## config.mk

```make
export PLATFORM = sky130hd
export DESIGN_NAME = dbg_cmd_parser
export DESIGN_NICKNAME = d
export VERILOG_FILES = /design/src/rtl/dbg_pkg.sv /design/src/rtl/dbg_byte_timer.sv /design/src/rtl/dbg_cmd_parser.sv
export SDC_FILE = /design/constraint.sdc
export NUM_CORES = 1
export LEC_CHECK = 0
export ABC_CLOCK_PERIOD_IN_PS = 1600
export CORE_MARGIN = 2
export CORE_UTILIZATION = 41
export DETAILED_ROUTE_END_ITERATION = 10
export GPL_TIMING_DRIVEN = 0
export PLACE_DENSITY = 0.75
export SLEW_MARGIN = 20
export SYNTH_ARGS = -nofsm -noshare
export SYNTH_HDL_FRONTEND = slang
export SYNTH_SLANG_ARGS = --single-unit
```

## constraint.sdc

```tcl
create_clock -name clk -period 1.6 [get_ports clk]
set_input_delay 0.16 -clock clk [delete_from_list [all_inputs] [get_ports clk]]
set_output_delay 0.16 -clock clk [all_outputs]
set_load 0.01 [all_outputs]
```

## src/rtl/dbg_pkg.sv

```systemverilog
// rtl/dbg_pkg.sv - opcode/response constants and parser state encoding for dbg_cmd_parser
package dbg_pkg;

    localparam logic [7:0] OP_WR   = 8'h57;
    localparam logic [7:0] OP_RD   = 8'h52;
    localparam logic [7:0] RSP_OK  = 8'h4B;
    localparam logic [7:0] RSP_ERR = 8'h45;

    typedef enum logic [3:0] {
        ST_IDLE,
        ST_GET_ADDR,
        ST_GET_DATA,
        ST_BUS_WR,
        ST_BUS_RD,
        ST_RD_WAIT,
        ST_SEND,
        ST_TX_ARM,
        ST_TX_WAIT
    } state_t;

endpackage

```

## src/rtl/dbg_byte_timer.sv

```systemverilog
// rtl/dbg_byte_timer.sv - inter-byte idle counter: load clears, count_en advances, saturates at expiry
module dbg_byte_timer #(
    parameter int unsigned TIMEOUT_CYCLES = 120000
) (
    input  logic clk,
    input  logic rst_n,
    input  logic load,
    input  logic count_en,
    output logic expired
);

    localparam int CNT_W = $clog2(TIMEOUT_CYCLES + 1);
    localparam logic [CNT_W-1:0] LIMIT = CNT_W'(TIMEOUT_CYCLES);

    logic [CNT_W-1:0] cnt;

    always_ff @(posedge clk or negedge rst_n) begin
        if (!rst_n) begin
            cnt <= '0;
        end else if (load) begin
            cnt <= '0;
        end else if (count_en && cnt != LIMIT) begin
            cnt <= cnt + CNT_W'(1);
        end
    end

    assign expired = (cnt == LIMIT);

endmodule

```

## src/rtl/dbg_cmd_parser.sv

```systemverilog
// rtl/dbg_cmd_parser.sv - UART byte command parser driving the debug register bus; optional timeout via DBG_PARSER_TIMEOUT_EN
module dbg_cmd_parser
    import dbg_pkg::*;
#(
    parameter int unsigned TIMEOUT_CYCLES = 120000,
    parameter int          ADDR_W         = 8
) (
    input  logic              clk,
    input  logic              rst_n,
    input  logic              received,
    input  logic [7:0]        rx_byte,
    input  logic              recv_error,
    input  logic              is_transmitting,
    output logic              transmit,
    output logic [7:0]        tx_byte,
    output logic [ADDR_W-1:0] bus_addr,
    output logic [7:0]        bus_wdata,
    output logic              bus_we,
    output logic              bus_re,
    input  logic [7:0]        bus_rdata
);

    // The timer counter width collapses to zero bits for a zero limit.
    if (TIMEOUT_CYCLES < 1) begin : g_bad_timeout
        $error("dbg_cmd_parser: TIMEOUT_CYCLES must be at least 1");
    end

    state_t state;
    logic   op_is_wr;
    logic   timeout_expired;

`ifdef DBG_PARSER_TIMEOUT_EN
    dbg_byte_timer #(
        .TIMEOUT_CYCLES(TIMEOUT_CYCLES)
    ) u_byte_timer (
        .clk      (clk),
        .rst_n    (rst_n),
        .load     (received),
        .count_en (state == ST_GET_ADDR || state == ST_GET_DATA),
        .expired  (timeout_expired)
    );
`else
    assign timeout_expired = 1'b0;
`endif

    // Every entry into SEND pre-arms transmit from the current busy flag so
    // the registered pulse lands in the first SEND cycle when the UART is idle.
    always_ff @(posedge clk or negedge rst_n) begin
        if (!rst_n) begin
            state     <= ST_IDLE;
            op_is_wr  <= 1'b0;
            transmit  <= 1'b0;
            tx_byte   <= 8'h00;
            bus_addr  <= '0;
            bus_wdata <= 8'h00;
            bus_we    <= 1'b0;
            bus_re    <= 1'b0;
        end else begin
            transmit <= 1'b0;
            bus_we   <= 1'b0;
            bus_re   <= 1'b0;
            case (state)
                ST_IDLE: begin
                    if (recv_error) begin
                        tx_byte  <= RSP_ERR;
                        transmit <= !is_transmitting;
                        state    <= ST_SEND;
                    end else if (received) begin
                        if (rx_byte == OP_WR || rx_byte == OP_RD) begin
                            op_is_wr <= (rx_byte == OP_WR);
                            state    <= ST_GET_ADDR;
                        end else begin
                            tx_byte  <= RSP_ERR;
                            transmit <= !is_transmitting;
                            state    <= ST_SEND;
                        end
                    end
                end
                ST_GET_ADDR: begin
                    if (recv_error) begin
                        tx_byte  <= RSP_ERR;
                        transmit <= !is_transmitting;
                        state    <= ST_SEND;
                    end else if (received) begin
                        bus_addr <= rx_byte[ADDR_W-1:0];
                        bus_re   <= !op_is_wr;
                        state    <= op_is_wr ? ST_GET_DATA : ST_BUS_RD;
                    end else if (timeout_expired) begin
                        state <= ST_IDLE;
                    end
                end
                ST_GET_DATA: begin
                    if (recv_error) begin
                        tx_byte  <= RSP_ERR;
                        transmit <= !is_transmitting;
                        state    <= ST_SEND;
                    end else if (received) begin
                        bus_wdata <= rx_byte;
                        bus_we    <= 1'b1;
                        state     <= ST_BUS_WR;
                    end else if (timeout_expired) begin
                        state <= ST_IDLE;
                    end
                end
                ST_BUS_WR: begin
                    tx_byte  <= RSP_OK;
                    transmit <= !is_transmitting;
                    state    <= ST_SEND;
                end
                ST_BUS_RD: begin
                    state <= ST_RD_WAIT;
                end
                ST_RD_WAIT: begin
                    tx_byte  <= bus_rdata;
                    transmit <= !is_transmitting;
                    state    <= ST_SEND;
                end
                ST_SEND: begin
                    if (transmit) begin
                        state <= ST_TX_ARM;
                    end else if (!is_transmitting) begin
                        transmit <= 1'b1;
                    end
                end
                ST_TX_ARM: begin
                    state <= ST_TX_WAIT;
                end
                ST_TX_WAIT: begin
                    if (!is_transmitting) begin
                        state <= ST_IDLE;
                    end
                end
                default: begin
                    state <= ST_IDLE;
                end
            endcase
        end
    end

endmodule
```

# After elaboration in Yosys (flattened, before gate mapping)
# Cells that the tools add are included.
# totals
ff_bits,32
latch_bits,0
ramBits,0
romBits,0
inputBits,21
output_inout_bits,27
wordCells,67
n_memories,0
# classes
addsub,0
n_mul,0
n_div,0
magnitude_cmp,0
eq_ne,17
shifts,0
n_mux,29
bitwise_logic,1
n_reduce_logical,12
# ops
cell,n
2-to-1 mux 4 bit,8
2-to-1 mux 8 bit,4
one-hot mux 4 bit (8 select lines),1
one-hot mux 8 bit (4 select lines),1
"== test 4 x 3 -> 1 bit, second input constant",4
"== test 8 x 7 -> 1 bit, second input constant",2
2-to-1 mux 1 bit,12
"inequality test 3 bit, second input constant",4
"== test 4 x 2 -> 1 bit, second input constant",2
AND reduction 4 bit,2
2-to-1 mux 3 bit,2
AND reduction 3 bit,2
AND reduction 5 bit,1
"== test 4 x 1 -> 1 bit, second input constant",1
"== test 4 bit, second input constant",1
zero test 4 bit,1
"inequality test 2 bit, second input constant",2
one-hot mux 1 bit (4 select lines),1
nonzero test 4 bit,1
OR reduction 2 bit,2
zero test 1 bit,2
"inequality test 2 x 1 -> 1 bit, second input constant",1
logical OR 1 bit,1
NOT 1 bit,1

# Logic depth before layout (Yosys ltp)
# Gate-level depths: netlist (run 1).
# depth
ltp_word,6
depth_mapped,6

# Worst setup path after synthesis (run 1)
# OpenSTA, ideal clock, no wires.
# synth_path
path_type,register to register
startpoint,register state[0]
endpoint,register tx_byte[2]
arrival_ps,1578
required_time_ps,1475
path_slack_ps,-103
stages_incl_launch_ff,5
period_less_slack_ps,1703
path_cell_list,dfrtp_1 buf_4 or4_4 o211ai_4 mux2_4
# synth_between
elab_chain_cells,4
# synth_rtl
item,line,source
"start, declared",dbg_cmd_parser.sv:28,state_t state;
"start signal, assigned",dbg_cmd_parser.sv:87,state <= op_is_wr ? ST_GET_DATA : ST_BUS_RD;
== test 4 x 2 -> 1 bit / == test 4 x 1 -> 1 bit (equally long branches),dbg_cmd_parser.sv:62,case (state)
OR reduction 2 bit (no line),n/a,
inequality test 2 x 1 -> 1 bit (no line) / nonzero test 4 bit (equally long branches),n/a,
AND reduction 4 bit (no line),n/a,
"end signal, assigned",dbg_cmd_parser.sv:114,tx_byte <= bus_rdata;
"end, declared",dbg_cmd_parser.sv:15,"output logic [7:0] tx_byte,"
# Several ways; a longest one is shown, not always the timed one.
# A chain may end at the register's enable or synchronous reset.

# Worst setup path in the final report (run 1)
# layout_path
startpoint,register state[3]
endpoint,register tx_byte[2]
# The elaborated chain is that of the path after synthesis.

==> impl_metrics.tcl, run 1 <==
set metrics [dict create \
    status "finished, violations left" \
    violations "setup timing" \
    vias 1304 \
    drc 0 \
    hold_viol_final 0 \
    clock.fmax_mhz 589 \
    start_util 0.422 \
    end_kind "register" \
    fin_crit_ns 1.70 \
    crit_arrival_ns 1.87 \
    synth_cell_types 42 \
    clockBufferDepth 2 \
    grt.total_usage 0.203 \
    final_max_slew_viol_count 0 \
    async_reset_ff_frac 1.00 \
    tritoncts "built" \
    die_h_um 65.2 \
    worstSetupStartpointType "register" \
    power.density_nw_per_um2 1930 \
    clk_pin_slew_worst_paths_ns 0.06 \
    p_sw_mw 1.60 \
    avgSynthCellArea_um2 12.4 \
    synthMostInstantiatedCell "dfrtp_1" \
    dpl_cell_area_um2 2050 \
    cts_buffers 5 \
    hpwl_um 2540 \
    whs_ns 0.169 \
    detail_route.wl_per_cell_um 16.4 \
    viasPerCell 5.39 \
    power.leakage_nw 1.07 \
    irDropWorstVdd_mv 0.963 \
    synth_cells 124 \
    firstDrtPassIters 4 \
    grt_pass1_vias 1354 \
    ys_top_cells_by_count "dfrtp_1 (32), mux2_2 (16), inv_1 (7)" \
    clkSinkCount 32 \
    yosysWarnings 0 \
    min_period_over_period 1.06 \
    p_seq_frac 0.296 \
    netlist.top_cell.by_area "dfrtp_1" \
    ant_nets 0 \
    nFillCells 277 \
    min_path_type "in -> reg" \
    fin_skew_ns 0.00325 \
    dieWidth_um 65.2 \
    worstMarginPinSlew_ns 0.697 \
    core_um2 3630 \
    port_buffers 46 \
    synthFlopType "dfrtp_1" \
    synthesis.nets 145 \
    cts_root_buf "clkbuf_8" \
    ys_seq_area_frac 0.522 \
    drv_cap 0 \
    swShare 0.340 \
    htreeDepth 2 \
    die_area_um2 4250 \
    nets 214 \
    power_frac_comb 0.526 \
    path_class "reg -> reg" \
    cp.required_ns 1.78 \
    pwr-share-clk 0.179 \
    rsz0062_at_grt "true" \
    ios 48 \
    dpl.cell_count 218 \
    grt_pass1_wl_um 6550 \
    stdcell_count 242 \
    fin_area_um2 2430 \
    synth_edf_count 0 \
    diodes 0 \
    slew-limit-headroom 0.536 \
    worstSkewPairLatency_ns 0.29 \
    yosysTopAreaCellShare 0.522 \
    area_growth_pct 58.2 \
    finalWorstSetupSlack_ns -0.0968 \
    rows 22 \
    setup_viol 6 \
    gr-total-overflow 0 \
    globalplace.congestion 0.864 \
    worst-path-max-fanout 3 \
    drt-total-wl_um 3970 \
    synth_area_um2 1530 \
    grt_start_max_net_pins 33 \
    drt-initial-drc-count 44 \
    antenna_found_initial 0 \
    synth_seq_cells 32 \
    p_int_mw 3.10 \
    drive_above_1_share 0.371 \
    synth_area_leaders "dfrtp_1 (52%), mux2_2 (12%), a22o_1 (2.3%)" \
]
[through the flow]
stage,TNS (ns),utilization,worst slack (ns),total power [mW]
after CTS,-0.332,0.645,-0.102,4.47
final,-0.324,0.668,-0.0968,4.69
after detailed placement,-9.92,0.564,-0.637,3.35
after global routing,-1.23,0.668,-0.150,5.00
after global placement,-14.70,0.565,-0.584,3.28
after floorplan,-0.162,-,-0.0777,2.49
[timing repair]
action,CTS,global route
pin swaps,8,9
resized for setup,20,15
setup endpoints to repair,29,22
hold buffers,1,0
hold endpoints to repair,32,0
buffers inserted,12,4
[layout make-up]
cell class                 instances  area [µm²]  share of cell area
clock buffer                       7        96.3              0.0397
multi-input combinational         79         771               0.318
buffer                             5        50.0              0.0206
sequential                        32         803               0.331
clock inverter                     1        30.0              0.0124
inverter                           7        26.3              0.0108
tap                               48        60.1              0.0247
timing repair buffer              63         591               0.243
[path summary, 6_finish.rpt]
path	startpoint	end	slack [ns]	cells after the start
worst min register to register	tx_byte[5]	tx_byte[5]	0.50	1
max in group asynchronous	rst_n	state[1]	0.65	2
min in group asynchronous	rst_n	tx_byte[1]	0.46	2
worst min-delay path	rx_byte[7]	bus_wdata[7]	0.17	2
worst max-delay path	state[3]	tx_byte[2]	-0.1	3
worst max register to register	state[3]	tx_byte[2]	-0.1	3
[worst max-delay path: stages, from the launching register on]
cell and delay [ns]:
dfrtp_1 0.42, or4_4 0.60, o211ai_4 0.25, mux2_4 0.32
[registers in the layout (all words and copies together), names as in the netlist]
signal / flops
op_is_wr: 1
state: 4
transmit: 1
bus_re: 1
bus_addr: 8
tx_byte: 8
bus_we: 1
bus_wdata: 8
[cell families (layout without fill, tap and decap cells)]
kind of cell / after synthesis / count (layout) / synth area share
xor gates and xnor gates: 2 / 2 / 0.0114
DFF: 32 / 32 / 0.522
and+or+nand+nor: 30 / 30 / 0.127
muxes: 18 / 18 / 0.134
buffers and inverters: 13 / 83 / 0.0465
AOI/OAI and AO/OA: 29 / 29 / 0.159
[routing by layer]
| layer | GRT usage | up-vias | wire length (µm) |
|---|---|---|---|
| li1 | - | 601 | - |
| met1 | 0.240 | 634 | 1590 |
| met2 | 0.353 | 58 | 2020 |
| met3 | 0.0651 | 11 | 288 |
| met4 | 0.0547 | 0 | 70 |
| met5 | 0 | - | 0 |
[power groups by stage]
stage / clock [mW] / combinational, mW / sequential, mW
6_report: 0.838 / 2.47 / 1.39
3_5_place_dp: 0 / 1.99 / 1.36
3_3_place_gp: 0 / 1.95 / 1.33
2_1_floorplan: 0 / 1.03 / 1.46
4_1_cts: 0.857 / 2.24 / 1.38
5_1_grt: 0.907 / 2.66 / 1.43
[cell usage in the layout, fill, tap and decap left out, types with 2 or more instances in the layout]
cell,Yosys,final
a21oi_1,5,4
a221o_2,2,2
inv_1,7,7
nor2_1,3,2
nor4_4,0,2
nor3_1,4,2
dfrtp_1,32,30
a22oi_1,2,2
nand2b_1,5,2
dlygate4sd2_1,0,5
nand2b_4,0,2
a22o_1,4,4
nand2_1,4,4
clkdlybuf4s50_1,0,37
o21ai_0,3,3
dfrtp_2,0,2
xor2_1,2,2
nor3_2,1,3
mux2_2,16,16
buf_6,2,5
clkbuf_8,0,7
dlymetal6s2s_1,0,3
a31oi_1,2,2
or2_2,2,2
buf_2,3,2
or4_4,2,3
buf_4,1,15
Power figures use the tool's default switching activity.
==> run 2: changes to the inputs <==
--- a/config.mk
+++ b/config.mk
@@ -7,10 +7,9 @@
 export LEC_CHECK = 0
 export ABC_CLOCK_PERIOD_IN_PS = 1600
 export CORE_MARGIN = 2
-export CORE_UTILIZATION = 41
+export CORE_UTILIZATION = 34
 export DETAILED_ROUTE_END_ITERATION = 10
 export GPL_TIMING_DRIVEN = 0
-export PLACE_DENSITY = 0.75
 export SLEW_MARGIN = 20
 export SYNTH_ARGS = -nofsm -noshare
 export SYNTH_HDL_FRONTEND = slang
==> run 2 against run 1 <==
The flow still finishes with violations (setup timing); sequential power barely moved; sequential share of layout area fell by 0.29 points; clock skew increased by 0.00073 ns; critical path depth unchanged; non-clock buffer count grew 1; count of clock-buffer cells in the layout unchanged; register-to-register slack worse by 0.03 ns; global-route usage down 4.4 points.
==> impl_metrics.tcl, run 2 (synthesis gave the netlist of run 1 again) <==
set metrics [dict create \
    status "finished, violations left" \
    violations "setup timing" \
    ant_nets 0 \
    crit_chain "or4_4 > o211ai_4 > mux2_4" \
    grtUsageMet1 0.188 \
    critPathTopFamily "simple AND/OR/NAND/NOR gates" \
    path_class "reg -> reg" \
    fin_util 0.563 \
    drive_above_1_share 0.379 \
    cp.required_ns 1.77 \
    critPathBufInv 0 \
    pwr-share-clk 0.176 \
    final_common_cell "clkdlybuf4s50_1" \
    power.leakage_nw 1.09 \
    ios 48 \
    irDropWorstVdd_mv 0.723 \
    top_usage_layer "met2" \
    clk_pin_slew_worst_paths_ns 0.07 \
    firstDrtPassIters 4 \
    clock.fmax_mhz 581 \
    port_buffers 46 \
    diodes 0 \
    p_seq_frac 0.289 \
    drt-initial-drc-count 27 \
    core_um2 4350 \
    drt-total-wl_um 4050 \
    end_kind "register" \
    grt_pass1_vias 1334 \
    grt_start_max_net_pins 33 \
    power.density_nw_per_um2 1950 \
    reg_top3 "bus_addr x8, bus_wdata x8, tx_byte x8" \
    area_growth_pct 59.9 \
    worst-path-max-fanout 5 \
    tritoncts "built" \
    rows 24 \
    globalplace.congestion 0.778 \
    finalWorstSetupSlack_ns -0.122 \
    clockBufferDepth 2 \
    grt_pass1_wl_um 6320 \
    nFillCells 358 \
    gr-total-overflow 0 \
    rsz0062_at_grt "true" \
    die_area_um2 5070 \
    met2_usage 0.259 \
    dpl.cell_count 222 \
    drc 0 \
    antenna_found_initial 0 \
    fin_crit_ns 1.72 \
    p_sw_mw 1.63 \
    dieWidth_um 71.2 \
    setup_viol 7 \
    cp_slowest_cell "or4_4" \
    worstSkewPairLatency_ns 0.28 \
    cts_buffers 5 \
    dpl_cell_area_um2 2050 \
    min_period_over_period 1.08 \
    clkSinkCount 32 \
    grt_use_met3 0.0598 \
    start_util 0.352 \
    hpwl_um 2620 \
    viasPerCell 5.29 \
    hold_viol_final 0 \
    fin_area_um2 2450 \
    max_stage_delay_ns 0.59 \
    htreeDepth 2 \
    drv_cap 0 \
    cts_root_buf "clkbuf_8" \
    power_frac_comb 0.535 \
    slew-limit-headroom 0.524 \
    final_max_slew_viol_count 0 \
    nets 215 \
    die_h_um 71.2 \
    crit_arrival_ns 1.89 \
    final_cell_mix "clkdlybuf4s50_1 (37), dfrtp_1 (29), buf_4 (16), mux2_2 (16)" \
    grt.total_usage 0.159 \
    vias 1306 \
    fin_skew_ns 0.00398 \
    detail_route.wl_per_cell_um 16.4 \
    p_int_mw 3.16 \
    swShare 0.340 \
    min_path_type "in -> reg" \
    stdcell_count 247 \
    worstMarginPinSlew_ns 0.714 \
    worstSetupStartpointType "register" \
]
## run 2: repair_timing
action	in CTS	in global routing
gates resized for setup	17	22
setup endpoints to repair	27	30
setup buffers	11	6
hold buffers	1	0
pin swaps	8	9
hold endpoints to repair	32	0
## run 2: per-layer routing
metal	wire length, µm	share of wire	vias up
met5	0	0	-
met4	80	0.020	0
met3	305	0.075	10
met2	2000	0.49	58
met1	1670	0.41	635
li1	-	-	603
## run 2: power by group through the flow
stage | Combinational [mW] | Sequential, mW | Clock [mW]
2_1_floorplan | 1.03 | 1.46 | 0
3_3_place_gp | 1.97 | 1.34 | 0
3_5_place_dp | 2.00 | 1.36 | 0
4_1_cts | 2.20 | 1.37 | 0.864
5_1_grt | 2.75 | 1.42 | 0.903
6_report | 2.56 | 1.38 | 0.840
## run 2: area by class of cell
class,instances,area [µm²],area share
plain buffers,5,46.3,0.0189
repair buffers,64,598,0.244
clock inverters,1,30.0,0.0122
flip-flops and latches,32,805,0.328
inverters,7,26.3,0.0107
multi-input cells,79,786,0.320
well taps,52,65.1,0.0265
clock buffers,7,96.3,0.0393
## run 2: final timing paths
kind / startpoint / to / slack [ns] / depth (start not counted)
setup / recovery: state[0] / tx_byte[2] / -0.12 / 3
hold / removal: rx_byte[0] / op_is_wr / 0.24 / 2
setup reg to reg: state[0] / tx_byte[2] / -0.12 / 3
hold reg to reg: tx_byte[4] / tx_byte[4] / 0.50 / 1
max in group asynchronous: rst_n / state[1] / 0.65 / 2
min in group asynchronous: rst_n / tx_byte[0] / 0.46 / 2
## run 2: metrics by stage
| stage | setup slack (ns) | power, mW | hold WS [ns] | TNS (ns) |
|---|---|---|---|---|
| 6_report | -0.122 | 4.79 | 0.242 | -0.464 |
| 5_1_grt | -0.160 | 5.07 | 0.276 | -0.957 |
| 4_1_cts | -0.113 | 4.44 | 0.265 | -0.422 |
| 3_5_place_dp | -0.598 | 3.36 | 0.251 | -10.24 |
| 3_3_place_gp | -0.597 | 3.31 | 0.490 | -15.56 |
| 2_1_floorplan | -0.0777 | 2.49 | -0.136 | -0.162 |
==> run 3: changes to the inputs <==
--- a/config.mk
+++ b/config.mk
@@ -6,11 +6,12 @@
 export NUM_CORES = 1
 export LEC_CHECK = 0
 export ABC_CLOCK_PERIOD_IN_PS = 1600
+export CAP_MARGIN = 40
 export CORE_MARGIN = 2
 export CORE_UTILIZATION = 34
 export DETAILED_ROUTE_END_ITERATION = 10
 export GPL_TIMING_DRIVEN = 0
-export SLEW_MARGIN = 20
+export SLEW_MARGIN = 10
 export SYNTH_ARGS = -nofsm -noshare
 export SYNTH_HDL_FRONTEND = slang
 export SYNTH_SLANG_ARGS = --single-unit
==> results of run 3 <==
No change in the layout: final DEF, timing and power equal those of run 2.
